### src/rtl/game_sequencer.sv
// Game controller: state machine, frame-based physics step scheduling, lives and BCD score.
// Optional pause (i_btn_up toggles PLAY <-> PAUSE) is built when GAME_SEQ_PAUSE_EN is defined.
module game_sequencer #(
    parameter int FRAMES_PER_STEP = 1,
    parameter int LIVES           = 3,
    parameter int RESPAWN_FRAMES  = 60
) (
    input  logic        clk,
    input  logic        arst_n,
    input  logic        i_frame_start,
    input  logic        i_btn_center,
    input  logic        i_btn_up,
    input  logic        i_is_safe,
    output logic        o_phys_step,
    output logic        o_engine_rst,
    output logic [2:0]  o_state,
    output logic [3:0]  o_lives,
    output logic [15:0] o_score,
    output logic [31:0] o_disp_data
);

    typedef enum logic [2:0] {
        ST_IDLE  = 3'd0,
        ST_SPAWN = 3'd1,
        ST_PLAY  = 3'd2,
        ST_HIT   = 3'd3,
        ST_OVER  = 3'd4,
        ST_PAUSE = 3'd5
    } state_t;

    state_t      state_reg, state_next;
    logic [7:0]  div_reg, div_next;
    logic [9:0]  spawn_reg, spawn_next;
    logic [3:0]  lives_reg, lives_next;
    logic [15:0] score_reg, score_next, score_inc;
    logic        step_reg, step_next;
    logic        engine_rst_reg, engine_rst_next;
    logic        armed_reg, center_q_reg, center_edge;

    // Edges are only honoured once the level registers have sampled real input,
    // so a button held through reset release is not seen as a press.
    assign center_edge = armed_reg & i_btn_center & ~center_q_reg;

`ifdef GAME_SEQ_PAUSE_EN
    logic up_q_reg, up_edge;
    assign up_edge = armed_reg & i_btn_up & ~up_q_reg;
`else
    logic unused_btn_up;
    assign unused_btn_up = i_btn_up;
`endif

    // Saturating 4-digit BCD increment: carry[0] is suppressed at 9999.
    logic [3:0] carry;
    assign carry[0] = (score_reg != 16'h9999);

    generate
        for (genvar gi = 0; gi < 4; gi++) begin : g_bcd
            logic [3:0] digit;
            assign digit = score_reg[4*gi +: 4];
            assign score_inc[4*gi +: 4] = !carry[gi]        ? digit :
                                          (digit == 4'd9)   ? 4'd0  : digit + 4'd1;
            if (gi < 3) begin : g_carry
                assign carry[gi+1] = carry[gi] & (digit == 4'd9);
            end
        end
    endgenerate

    always_ff @(posedge clk or negedge arst_n) begin
        if (!arst_n) begin
            state_reg      <= ST_IDLE;
            div_reg        <= 8'd0;
            spawn_reg      <= 10'd0;
            lives_reg      <= 4'd0;
            score_reg      <= 16'd0;
            step_reg       <= 1'b0;
            engine_rst_reg <= 1'b1;
            armed_reg      <= 1'b0;
            center_q_reg   <= 1'b0;
`ifdef GAME_SEQ_PAUSE_EN
            up_q_reg       <= 1'b0;
`endif
        end else begin
            state_reg      <= state_next;
            div_reg        <= div_next;
            spawn_reg      <= spawn_next;
            lives_reg      <= lives_next;
            score_reg      <= score_next;
            step_reg       <= step_next;
            engine_rst_reg <= engine_rst_next;
            armed_reg      <= 1'b1;
            center_q_reg   <= i_btn_center;
`ifdef GAME_SEQ_PAUSE_EN
            up_q_reg       <= i_btn_up;
`endif
        end
    end

    always_comb begin
        state_next = state_reg;
        div_next   = div_reg;
        spawn_next = spawn_reg;
        lives_next = lives_reg;
        score_next = score_reg;
        step_next  = 1'b0;
        case (state_reg)
            ST_IDLE: begin
                if (center_edge) begin
                    state_next = ST_SPAWN;
                    lives_next = 4'(LIVES);
                    score_next = 16'd0;
                    spawn_next = 10'd0;
                end
            end
            ST_SPAWN: begin
                if (i_frame_start) begin
                    if (spawn_reg == 10'(RESPAWN_FRAMES - 1)) begin
                        state_next = ST_PLAY;
                        div_next   = 8'd0;
                    end else begin
                        spawn_next = spawn_reg + 10'd1;
                    end
                end
            end
            ST_PLAY: begin
`ifdef GAME_SEQ_PAUSE_EN
                if (up_edge) begin
                    state_next = ST_PAUSE;
                end else
`endif
                if (i_frame_start) begin
                    // A collision on a frame takes precedence over any step due that frame.
                    if (!i_is_safe) begin
                        state_next = ST_HIT;
                        lives_next = (lives_reg == 4'd0) ? 4'd0 : lives_reg - 4'd1;
                    end else if (div_reg == 8'(FRAMES_PER_STEP - 1)) begin
                        div_next   = 8'd0;
                        step_next  = 1'b1;
                        score_next = score_inc;
                    end else begin
                        div_next = div_reg + 8'd1;
                    end
                end
            end
            ST_HIT: begin
                if (lives_reg == 4'd0) begin
                    state_next = ST_OVER;
                end else begin
                    state_next = ST_SPAWN;
                    spawn_next = 10'd0;
                end
            end
            ST_OVER: begin
                lives_next = 4'd0;
                if (center_edge) begin
                    state_next = ST_IDLE;
                end
            end
`ifdef GAME_SEQ_PAUSE_EN
            ST_PAUSE: begin
                if (up_edge) begin
                    state_next = ST_PLAY;
                end
            end
`endif
            default: state_next = ST_IDLE;
        endcase
        engine_rst_next = (state_next == ST_IDLE) || (state_next == ST_SPAWN);
    end

    assign o_state      = state_reg;
    assign o_phys_step  = step_reg;
    assign o_engine_rst = engine_rst_reg;
    assign o_lives      = lives_reg;
    assign o_score      = score_reg;
    assign o_disp_data  = {1'b0, state_reg, lives_reg, 8'h00, score_reg};

endmodule

### config.mk
export PLATFORM = sky130hd
export DESIGN_NAME = game_sequencer
export DESIGN_NICKNAME = d
export VERILOG_FILES = /design/src/rtl/game_sequencer.sv
export SDC_FILE = /design/constraint.sdc
export NUM_CORES = 1
export LEC_CHECK = 0
export CELL_PAD_IN_SITES_DETAIL_PLACEMENT = 1
export CELL_PAD_IN_SITES_GLOBAL_PLACEMENT = 1
export CORE_MARGIN = 2
export CORE_UTILIZATION = 38
export DETAILED_ROUTE_END_ITERATION = 10
export PLACE_DENSITY_LB_ADDON = 0.08
export REMOVE_ABC_BUFFERS = 1
export SLEW_MARGIN = 20
export SYNTH_ARGS = -nofsm -noshare
export SYNTH_HDL_FRONTEND = slang
export SYNTH_SLANG_ARGS = --single-unit
### constraint.sdc
create_clock -name clk -period 2.5 [get_ports clk]
set_clock_uncertainty 0.1 [all_clocks]
set_input_delay 0.5 -clock clk [delete_from_list [all_inputs] [get_ports clk]]
set_output_delay 0.5 -clock clk [all_outputs]
set_load 0.005 [all_outputs]
After elaboration in Yosys (flattened, before gate mapping)
Cells that the tools add are included.
{"block": "totals", "regBits": 45, "input_bits": 6, "out_inout_bits": 57}
{"block": "classes", "add_sub_neg": 7, "eq_ne": 24, "mux": 41, "bitwise": 6, "reduce_logical": 16}
{"op": "16-bit two-way mux", "count": 4}
{"op": "4-bit two-way mux", "count": 12}
{"op": "10-bit two-way mux", "count": 4}
{"op": "8-bit two-way mux", "count": 5}
{"op": "16-bit case mux with 2 select lines", "count": 1}
{"op": "10-bit case mux with 3 select lines", "count": 1}
{"op": "2-bit inequality test, second input constant", "count": 13}
{"op": "6-bit AND reduction", "count": 4}
{"op": "3-bit two-way mux", "count": 7}
{"op": "4-bit by 1-bit adder with 4-bit output, second input constant", "count": 4}
{"op": "4-bit == test, second input constant", "count": 4}
{"op": "16-bit inequality test, second input constant", "count": 1}
{"op": "8-bit case mux with 2 select lines", "count": 1}
{"op": "3-bit case mux with 5 select lines", "count": 1}
{"op": "4-bit case mux with 3 select lines", "count": 1}
{"op": "10-bit by 1-bit adder with 10-bit output, second input constant", "count": 1}
{"op": "10-bit by 6-bit == test with 1-bit output, second input constant", "count": 1}
{"op": "5-bit AND reduction", "count": 2}
{"op": "8-bit by 1-bit adder with 8-bit output, second input constant", "count": 1}
{"op": "8-bit zero test", "count": 1}
{"op": "3-bit by 1-bit == test with 1-bit output, second input constant", "count": 2}
{"op": "3-bit by 2-bit == test with 1-bit output, second input constant", "count": 2}
{"op": "3-bit zero test", "count": 2}
{"op": "3-bit nonzero test", "count": 2}
{"op": "9 further kinds", "count": 17}

Depth between registers and ports, before layout
{"block": "logic_depth", "depth_word": 9, "depth_mapped": 8, "ltp_nobuf": 7}

Worst setup path before layout
No wires, ideal clock.
{"block": "synth_timing", "path_type": "register to register", "from": "register state_reg[2], in the netlist o_state[2]", "to": "register score_reg[8], in the netlist o_score[8]", "setup_time_ns": 0.066, "arrival_time_ns": 2.136, "required_ns": 2.334, "path_slack_ns": 0.198, "stages_incl_launch_ff": 8, "n_path_buf": 2, "synth_period_minus_slack_ns": 2.302, "cell_sequence": "dfrtp_1 -> buf_6 -> or3b_1 -> buf_2 -> nor4_4 -> nor2_2 -> or4_1 -> nand2_1"}
{"block": "synth_between", "elab_chain_len": 3, "elab_cells_between_ends": 10}
{"item": "start: declaration", "line_no": "31", "text": "state_t state_reg, state_next;"}
{"item": "start signal: assignment", "line_no": "83", "text": "state_reg <= state_next;"}
{"item": "3-bit by 2-bit == test with 1-bit output / 3-bit zero test (equally long branches)", "line_no": "105", "text": "case (state_reg)"}
{"item": "2-bit inequality test (no line) / 2-bit nonzero test (equally long branches)"}
{"item": "6-bit AND reduction (no line)"}
{"item": "end signal: assignment", "line_no": "87", "text": "score_reg <= score_next;"}
{"item": "end: declaration", "line_no": "35", "text": "logic [15:0] score_reg, score_next, score_inc;"}
Several ways; a longest one is shown, not always the timed one.
A chain may end at the register's enable or synchronous reset.

Final worst setup path
{"block": "layout_timing", "from": "register div_reg[0]", "to": "register score_reg[8], in the netlist o_score[8]"}
{"block": "layout_between", "elab_chain_len": 3}
{"item": "start: declaration", "line_no": "32", "text": "logic [7:0] div_reg, div_next;"}
{"item": "start signal: assignment", "line_no": "84", "text": "div_reg <= div_next;"}
{"item": "8-bit zero test", "line_no": "135", "text": "end else if (div_reg == 8'(FRAMES_PER_STEP - 1)) begin"}
{"item": "2-bit inequality test (no line)"}
{"item": "6-bit AND reduction (no line)"}
Every way passes these cells.

==> results.toml <==
[drt]
ant_nets = 0
first_pass_iters = 4
num_vias = 2362
drt_iter0_markers = 58
routedWlPerCell_um = 14.5
post-route-drc-count = 0
routed_wl_mm = 6.63
viasPerCell = 5.16

[final_layout]
ff_latch_area_sq_um = 1130
fin_area_sq_um = 3460
final_cell_count_no_fill = 458
multi_input_area_sq_um = 1390
nets = 375
drive_above_1_share_pct = 12.5
largest_reg_flops = 16
nFillCells = 839
syn2layout_area_growth_pct = 23.6
antenna_cells = 0
fin_util_pct = 48.2

[timing]
period_share_pct = 93.2
fin_crit_ps = 2330
slew_headroom_pct = 61.9
rsz0062_at_grt = "no"
fin_ws_ps = 171
tightest_slew_ps = 568
drv_slew = 0
max_freq_ghz = 0.429
hold_viol_final = 0
setup_viol = 0

[global_route]
antenna_found_initial = 0
track_usage_pct = 17.7
grt_max_degree = 24
grt_pass1_vias = 2459
overflow = 0
grt_first_pass_wirelength_mm = 11.8

[clock_tree]
cts_made_buffers = 5
cts_resized = 0
h-tree-depth = 2
cts_root_buf = "clkbuf_8"
clk_latency_ps = 300
post-cts-setup-buffer-count = 0
cts.sinks = 45
clk_pin_slew_worst_paths_ps = 90
cts_tree = "built"
clock_path_buffers = 2
postCtsHoldBufs = 0

[worst_setup_path]
critPathSlowestCell = "or4b_1"
r2r_start = "div_reg[0]"
critPathLaunch = "div_reg[0]"
worst_setup_path_end_kind = "register"
crit_type = "reg -> reg"
path_max_fanout = 5
crit_arrival_ps = 2480
cpPeakStageDelay_ps = 520
crit_path_start_kind = "register"
cp.required_ps = 2650
cp_cell_sequence = "inv_1, ha_1, or4b_1, nor4_4, nor2_2, or4_1, nand2_1"

[synth]
synth_cell_type_count = 57
yosysWarnings = 0
synth.largest_area_cell = "dfrtp_1"
yosysSeqAreaShare_pct = 40.3
synth_cells = 309
synth_flop_cell = "dfrtp_1"
yosys-top-cells-count = "dfrtp_1, o21ai_0, buf_4, nand2_1, nor2_1"
avgSynthCellArea_sq_um = 9.05
synth_top_area_share_pct = 39.4
synth.area.top_cells = "dfrtp_1, buf_4, o21ai_0, ha_1, nand2_1"
async_flop_share_pct = 100
synth_seq_cells = 45
synthMostInstantiatedCell = "dfrtp_1"
synth.cell_area_sq_um = 2800
synth_edf_count = 0

[outcome]
status = "completed"

[placed_design]
placed_cell_area_sq_um = 3370
place.gp.congestion = 0.792
dpl.hpwl_mm = 5.08
portBuffers = 52
pre_cts_slack_ps = 5.89
dp_cells = 450

[worst_hold_path]
hold_class = "in -> async"

[floorplanning]
fp.dieH_um = 89.8
rows = 31
die-width_um = 89.8
start_util_pct = 39.0
core_sq_um = 7180
dieArea_sq_um = 8060
pin_count = 63

[power_and_ir_drop]
power.density_nw_per_um2 = 485
p_leak_nw = 1.47
power_mw = 1.68
peakVddDrop_uv = 333

[flow_run]
drv_cap = 0
## path summary, 6_finish.rpt
path                           endpoint  slack, ps  depth (start not counted)
min in group clk             div_reg[7]        430                          2
max in group asynchronous  o_engine_rst       1630                          2
setup / recovery             o_score[8]        170                          7
hold / removal              o_score[14]         70                          1
hold reg to reg              div_reg[7]        430                          2
setup reg to reg             o_score[8]        170                          7
## critical path: cells and delay by family (launching register included)
kind	cells	cell delay (ps)
adders and majority gates	1	130
buffers and inverters	1	70
DFF	1	420
and+or+nand+nor	5	1550
## logic make-up (layout without fill, tap and decap cells)
kind of cell / after synthesis / in the layout / share of synthesized area (%)
DFF: 45 / 45 / 40.3
muxes: 2 / 2 / 0.805
xor gates and xnor gates: 7 / 7 / 2.19
and+or+nand+nor: 116 / 116 / 23.0
adders and majority gates: 11 / 11 / 4.92
AOI/OAI and AO/OA: 76 / 76 / 17.1
buffers and inverters: 50 / 92 / 11.4
other: 2 / 10 / 0.269
## final cells by class
class                           count  share of cell area, %
Multi-Input combinational cell    222                   40.1
Sequential cell                    45                   32.6
Timing Repair Buffer               74                   20.1
Tap cell                           99                   3.58
Clock buffer                        6                   2.10
Inverter                           10                   1.09
Clock inverter                      2                  0.434
## routing by layer
layer | track usage [%] | part of all wire [%] | vias up
met5 | 0 | 0 | -
met4 | 4.87 | 1.2 | 0
met3 | 3.52 | 2.8 | 8
met2 | 30.3 | 50 | 34
met1 | 22.8 | 46 | 1166
li1 | - | - | 1154
## cell usage in the layout, fill, tap and decap left out, types with 4 or more instances in the layout
cell type / netlist / final
nor2_1: 23 / 23
nor4_1: 6 / 5
o21ai_0: 38 / 38
nand2b_1: 4 / 4
clkdlybuf4s50_1: 0 / 51
conb_1: 2 / 10
inv_1: 10 / 10
a21oi_1: 8 / 8
nand3_1: 12 / 12
buf_4: 32 / 21
and3_1: 6 / 6
ha_1: 11 / 11
clkbuf_8: 0 / 5
dfrtp_1: 44 / 44
nand3b_1: 6 / 6
xor2_1: 6 / 6
o2111ai_1: 4 / 4
nand2_1: 26 / 26
## report_power, final
group	switching (mW)	leakage, nW	internal (mW)
Clock	0.261	0.0374	0.197
Sequential	0.106	0.596	0.796
Combinational	0.127	0.838	0.190
## metrics by stage
step	TNS [ps]	hold slack (ps)
global placement	0	415
CTS	0	100
floorplan	-1730	104
global route	0	111
detailed placement	0	421
finish	0	73.3
Note: power is estimated with default switching activity, not from simulation.
